`config.mk`:
```
export PLATFORM = sky130hd
export DESIGN_NAME = icache_direct
export DESIGN_NICKNAME = d
export VERILOG_FILES = /design/src/rtl/icache_direct.sv
export SDC_FILE = /design/constraint.sdc
export NUM_CORES = 1
export LEC_CHECK = 0
export ABC_AREA = 0
export BUFFER_PORTS_ARGS = -buffer_cell sky130_fd_sc_hd__buf_2
export CAP_MARGIN = 30
export CELL_PAD_IN_SITES_DETAIL_PLACEMENT = 1
export CELL_PAD_IN_SITES_GLOBAL_PLACEMENT = 1
export CORE_MARGIN = 1.5
export CORE_UTILIZATION = 45
export DETAILED_ROUTE_END_ITERATION = 12
export PLACE_DENSITY = 0.81
export SETUP_SLACK_MARGIN = 0.5
export SLEW_MARGIN = 10
export SYNTH_ARGS = -nofsm -noshare
export SYNTH_HDL_FRONTEND = slang
export SYNTH_SLANG_ARGS = --single-unit
```
`constraint.sdc`:
```
create_clock -name CLK -period 5.1 [get_ports CLK]
set_input_delay 1.02 -clock CLK [delete_from_list [all_inputs] [get_ports CLK]]
set_output_delay 1.02 -clock CLK [all_outputs]
set_load 0.01 [all_outputs]
```
`src/rtl/icache_direct.sv`:
```
// Direct-mapped, read-only instruction cache with single-word blocking fills.
// Saturating hit/miss counters are kept for performance evaluation.
module icache_direct #(
    parameter int SETS  = 16,
    parameter int CNT_W = 32
) (
    input  logic             CLK,
    input  logic             RST,
    input  logic             imemREN,
    input  logic [31:0]      imemaddr,
    output logic             ihit,
    output logic [31:0]      imemload,
    output logic             iREN,
    output logic [31:0]      iaddr,
    input  logic             iwait,
    input  logic [31:0]      iload,
    output logic [CNT_W-1:0] hit_count,
    output logic [CNT_W-1:0] miss_count
);
    localparam int IDX   = $clog2(SETS);
    localparam int TAG_W = 30 - IDX;

    typedef enum logic {IDLE, FETCH} state_t;

    typedef struct packed {
        logic [TAG_W-1:0] tag;
        logic [31:0]      word;
    } frame_t;

    state_t            state, next_state;
    logic [SETS-1:0]   valid;
    frame_t            frames [SETS];
    logic [31:0]       miss_addr;
    logic              miss_start, fill;

    logic [IDX-1:0]    req_idx, miss_idx;
    logic [TAG_W-1:0]  req_tag, miss_tag;
    logic              unused_offset;

    assign req_idx       = imemaddr[IDX+1:2];
    assign req_tag       = imemaddr[31:IDX+2];
    assign miss_idx      = miss_addr[IDX+1:2];
    assign miss_tag      = miss_addr[31:IDX+2];
    assign unused_offset = ^imemaddr[1:0];

    always_ff @(posedge CLK or posedge RST) begin
        if (RST) state <= IDLE;
        else     state <= next_state;
    end

    // Hits only exist in IDLE and fills only in FETCH, so the two never collide.
    always_comb begin
        next_state = state;
        ihit       = 1'b0;
        imemload   = 32'h0;
        iREN       = 1'b0;
        iaddr      = 32'h0;
        miss_start = 1'b0;
        fill       = 1'b0;
        case (state)
            IDLE: begin
                ihit = imemREN && valid[req_idx] && (frames[req_idx].tag == req_tag);
                if (ihit) imemload = frames[req_idx].word;
                if (imemREN && !ihit) begin
                    miss_start = 1'b1;
                    next_state = FETCH;
                end
            end
            FETCH: begin
                iREN  = 1'b1;
                iaddr = miss_addr;
                if (!iwait) begin
                    fill       = 1'b1;
                    next_state = IDLE;
                end
            end
            default: next_state = IDLE;
        endcase
    end

    always_ff @(posedge CLK or posedge RST) begin
        if (RST) begin
            valid      <= '0;
            miss_addr  <= 32'h0;
            hit_count  <= '0;
            miss_count <= '0;
        end else begin
            if (miss_start) miss_addr <= imemaddr;
            if (fill) valid[miss_idx] <= 1'b1;
            if (ihit && hit_count != {CNT_W{1'b1}})
                hit_count <= hit_count + CNT_W'(1);
            if (miss_start && miss_count != {CNT_W{1'b1}})
                miss_count <= miss_count + CNT_W'(1);
        end
    end

    // Tag/data contents are qualified by valid, so they carry no reset.
    always_ff @(posedge CLK) begin
        if (fill) frames[miss_idx] <= '{tag: miss_tag, word: iload};
    end
endmodule

```
Yosys cells after proc, flatten, opt, wreduce, memory -nomap -nowiden

Memory sizes are Yosys's and may differ from the RTL's.
Cells that the tools add are included.

Input port bits: 68
Logic and storage cells: 40
Memory bits (writable): 928
Memories: 1
Flip-flop bits (word level): 113
Output and inout port bits: 130

Memory list:

| memory | depth | width | read ports | clocked after Yosys merged registers in | write ports | line | source |
|---|---|---|---|---|---|---|---|
| frames | 16    | 58    | 1          | 0                                       | 1           | 32   | `frame_t frames [SETS];` |

Bitwise logic cells: 2
Mux-type cells: 17
Reduce and logical (&&, ||, !) cells: 7
Order comparisons: 3
$add $sub $neg: 2
Equality and inequality tests: 3

Operators with widths:

| operator                                                               | number |
|---|---|
| 32-bit 2-to-1 mux                                                      | 3 |
| 32-bit by 1-bit adder with 32-bit output (second input constant)       | 2 |
| 32-bit inequality test (second input constant)                         | 2 |
| 26-bit == test                                                         | 1 |
| 16-bit bitwise OR                                                      | 1 |
| 1-bit 2-to-1 mux                                                       | 11 |
| 4-bit by 5-bit < comparator with 1-bit output (second input constant)  | 2 |
| 1-bit logical AND                                                      | 6 |
| 1-bit binary-select mux with 4-bit select                              | 1 |
| 1-bit demux with 4-bit select                                          | 1 |
| 4-bit by 1-bit >= comparator with 1-bit output (second input constant) | 1 |
| 1-bit one-hot mux with 2 select lines                                  | 1 |
| 1-bit zero test                                                        | 1 |
| 1-bit NOT                                                              | 1 |

Logic depth before layout (Yosys ltp)

Word-level depth: 9
Depth in mapped cells: 16
Gate-level depth less buffers: 9

Least setup slack after synthesis

OpenSTA, ideal clock, no wires.

Path kind: input to register
Start point: in iwait
End point: reg valid[0]
Setup time: 0.089 ns
Stages on the path: 4
Data required time: 5.011 ns
Buffers on the path: 0
Arrival time: 5.985 ns
Slack: -0.974 ns
Path through: nand2b_1 > or3_1 > nor3_1 > or2_2

Longest elaborated chain between the ends: 2

Ends and longest elaborated chain:

| item                            | line | source |
|---|---|---|
| from (decl)                     | 15   | `input logic iwait,` |
| 1-bit 2-to-1 mux                | 72   | `if (!iwait) begin` |
| 1-bit 2-to-1 mux                | 60   | `case (state)` |
| to (signal assigned)            | 83   | `valid <= '0;` |
| to (signal, indexed assignment) | 89   | `if (fill) valid[miss_idx] <= 1'b1;` |
| to (decl)                       | 31   | `logic [SETS-1:0] valid;` |

No other way between the ends.
A chain may end at the register's enable or synchronous reset.

Final worst setup path

Start point: in imemaddr[4]
End point: out imemload[23]

Longest elaborated chain between the ends: 6
Elaborated cells between the ends (all ways): 8
Those cells by class: 1 x eq/ne; 4 x mux; 2 x reduce/logical; 1 x memory

Ends and longest elaborated chain:

| item                                                       | line | source |
|---|---|---|
| from (decl)                                                | 10   | `input logic [31:0] imemaddr,` |
| branches (longest 4 deep; another with memory 16 x 58 bit) | n/a  |  |
| 32-bit 2-to-1 mux (*)                                      | 63   | `if (ihit) imemload = frames[req_idx].word;` |
| 32-bit 2-to-1 mux (*)                                      | 60   |  |
| to (decl)                                                  | 12   | `output logic [31:0] imemload,` |

Mark *: on every way between the ends. The select of a mux whose other input is x is not followed.

==> metrics.txt <==
outcome=complete, no violations; largest family of logic cells by synthesized area=multiplexers; pins over their slew limit=0; fin util=53.4%; Worst Tran Pin Value=0.974 ns; Port Buffers=197; synth warn=0; DPL Wire Length=60,800 um; Synth Flop Type=edfxtp_1; crit path max fanout=13; Crit path top cell by count=buf_16; #FFs+latches synth=1,041; Sw Ratio=23.2%; syn avg cell area=20.5 um^2; final setup fails=0; routed wire length=111,000 um; P_sw=4520 uW; worst hold path class=input port to asynchronous set/reset pin; Period Utilization, post-route=between 90 and 100%; Fin. Hold Viols=0; first-pass detailed-route iteration total=5; largest net degree at the start of global routing=94; final setup TNS=0 ns; vias in the first global route=23,500; clk sinks=1,041; skew final=0.0417 ns; total power=approximately 20,000 uW; top sig layer=met5; crit-path cells=buf_16 -> buf_16 -> buf_8 -> mux4_2 -> mux2i_2 -> mux2i_2 -> xnor2_1 -> nand2_2 -> nor4_4 -> nand4_4 -> buf_12 -> buf_16 -> nor2b_1 -> buf_2; WP buf/inv=6; synthesized instance count=slightly above 2,000; simple-gate area share of the yosys netlist=under 10%; Unique masters post-synth=67; Compound-Gate Fraction of Synth Area=1.41%; P_int=15,000 uW; iteration-0 DRC count of the detailed router=2,073; # fillers=8,079; WL/cell=30.7 um; Reg power frac=a little over half; Clk Tree Root Cell=clkbuf_16; commonest non-fill, non-tap cell in the layout=edfxtp_1; GPL Wtd Cong=0.793; Die Y=306 um; deepest clock path buffer count=3; Met3 Wirelength=a little over 8000 um; Clock Latency Late Sink=between 0.6 and 0.7 ns; Peak Freq=203 MHz; critical path's slowest cell=mux4_2; Synth Net Count=2,087; Max rail drop VDD=0.000318 V; CP Data Arrival Time=3.92 ns; clock period minus worst slack=between 4 and 5 ns; Worst slew margin=between 30% and 40%; Boundary Pins=198; # rows=111; Post-Synth Adder-Cell Area=0.0604%; CP endpoint kind=primary output; critical path required time=4.08 ns; Detail Route Antenna Nets=0; ys async rst share=10.9%; R2R setup slack=1.15 ns; wl on met1=42,600 um; DRC Markers=0; delay-heaviest family, CP=multiplexers; Comb power frac=about 7.9%; Reg clk slew, reported paths=roughly 0.060 ns; kind of critical path=input port to primary output; Area Overhead vs Synth=17.9%; mux contribution to synthesized area=16.2%; Post-Synth XOR/XNOR Area=1.78%; clock power share=39.7%; DR vias/cell=about 6.0; initial core utilization=between 40 and 50%; CP Launch Type=input port; Worst Reg-to-Reg Cells=13; die footprint=roughly 0.094 mm^2; via count=about 22,000; fin nets=2,414; core box area=approximately 0.09 mm^2; CTS Buf Count=105; most frequent cells in the layout=928 x edfxtp_1, 231 x mux4_2, 184 x buf_2; Post-synth EDFFs=between 900 and 1,000; die boundary width=306 um; register area share after synthesis=approximately 74%; Critical R2R Launch=frames[6][44]; GRT Overall Usage=between 20% and 30%; hold buffers post-CTS=0; initial antenna violation count=4; H-tree levels=3; leak pwr=approximately 0.017 uW; ratio of cells with drive above 1 in the final layout=35.6%; Worst path max stage delay=0.51 ns; metal2 WL=56,700 um; CTS tree=built; global-route wire length before repair=between 150,000 and 200,000 um; netlist area before placement=0.0414 mm^2; max-cap violation count=0; Pwr per Cell Area=399 mW/mm^2; Remaining Overflow, GRT=0; R2R Path End=hit_count[1]; RSZ-0062 raised after global routing=true
-- cell type report --
type	count	area, um^2	area share [%]
Antenna cell	2	5.00	0.0102
Clock buffer	135	2850	5.84
Clock inverter	59	591	1.21
Inverter	6	25.0	0.0512
Multi-Input combinational cell	867	10500	21.5
Sequential cell	1041	30700	62.8
Tap cell	1186	1480	3.04
Timing Repair Buffer	323	2700	5.53
-- worst register-to-register path, cell delays in order, from the launching register on --
cell	delay [ns]
edfxtp_1	0.42
mux4_2	0.51
mux2i_1	0.18
xor2_1	0.20
nand3_1	0.11
or4_4	0.47
a2111oi_4	0.42
nand4_4	0.17
buf_12	0.19
buf_12	0.16
buf_4	0.14
buf_4	0.25
nor2_1	0.23
mux2_2	0.36
-- flip-flops by register name, indices dropped and copies added (netlist names) --
register    cells
frames        928
hit_count      32
miss_addr      32
miss_count     32
valid          16
state           1
-- power by group through the flow --
| stage | Sequential, uW | Clock, uW | Combinational [uW] |
|---|---|---|---|
| 2_1_floorplan | 10200 | 0 | 867 |
| 3_3_place_gp | 10300 | 0 | 1360 |
| 3_5_place_dp | 10400 | 0 | 1420 |
| 4_1_cts | 10200 | 7820 | 1480 |
| 5_1_grt | 10300 | 8110 | 1610 |
| 6_report | 10200 | 7740 | 1530 |
-- worst max path at each step --
| stage | start | to | slack [ns] | cells after the start |
|---|---|---|---|---|
| after floorplan | imemaddr[2] | imemload[10] | 0.53 | 8 |
| after global placement | imemaddr[5] | imemload[4] | 0.13 | 10 |
| after detailed placement | imemaddr[4] | imemload[14] | 0.005 | 12 |
| after CTS | imemaddr[2] | imemload[13] | 0.24 | 13 |
| after global routing | imemaddr[4] | imemload[15] | 0.09 | 14 |
| final | imemaddr[4] | imemload[23] | 0.16 | 14 |
-- stage by stage --
step | hold slack (ns) | setup WS, ns | std cells | area (um^2)
5_1_grt | 0.249 | 0.0862 | 3617 | 48800
2_1_floorplan | 0.434 | 0.527 | 2017 | 41500
3_5_place_dp | 0.453 | 0.00500 | 3373 | 44400
3_3_place_gp | 0.446 | 0.131 | 3372 | 44300
4_1_cts | 0.467 | 0.237 | 3588 | 48300
6_report | 0.270 | 0.164 | 3619 | 48800
-- timing repair --
action,4_1_cts,5_1_grt
cloned,5,3
resized for setup,36,56
pin swaps,7,12
buffers inserted,16,23
setup endpoints to repair,33,33
-- Yosys cell counts, types with 3 or more instances --
master    number  area share, %
mux4_2       231             13
and4_1         4          0.085
mux2i_1       82            2.0
o22ai_1        6          0.091
edfxtp_1     928             67
buf_6         19           0.52
mux2_2        44            1.2
buf_4         11           0.20
inv_1          6          0.054
xor2_1        66            1.4
and2_1        36           0.54
a221oi_1      10           0.21
and3_1        23           0.35
a22o_1        12           0.25
dfrtp_1      113            6.8
nor2b_1       45           0.68
or3_1          6          0.091
xnor2_1       18           0.38
nor3_2        10           0.24
nand4_1       18           0.27
or2_2         17           0.26
nor2_1        28           0.25
mux2_1         4           0.11
nand2_1       30           0.27
a21oi_1        5          0.060
clkbuf_1      43           0.39
buf_2         28           0.34
mux2_4         9           0.33
nand3_1       31           0.37
a22oi_1       13           0.24
a21o_1         3          0.054
nand2b_1      13           0.20
nor3_1        35           0.42
nor4_1        19           0.29
o21ai_0        7          0.085
-- cell families (layout without fill, tap and decap cells) --
logic type	Yosys count	in the layout
buf+inv	109	523
flops	1041	1041
simple gates	336	336
compound gates	74	74
xor+xnor	84	84
other cells	0	2
mux	371	371
fa+ha+maj	2	2
-- metal layers --
layer,vias to the layer above,track usage [%]
met1,11700,30.5
met3,218,4.15
met4,6,7.56
li1,8895,-
met2,1009,40.2
met5,-,0
No activity file was read; power rests on OpenSTA's default activity.
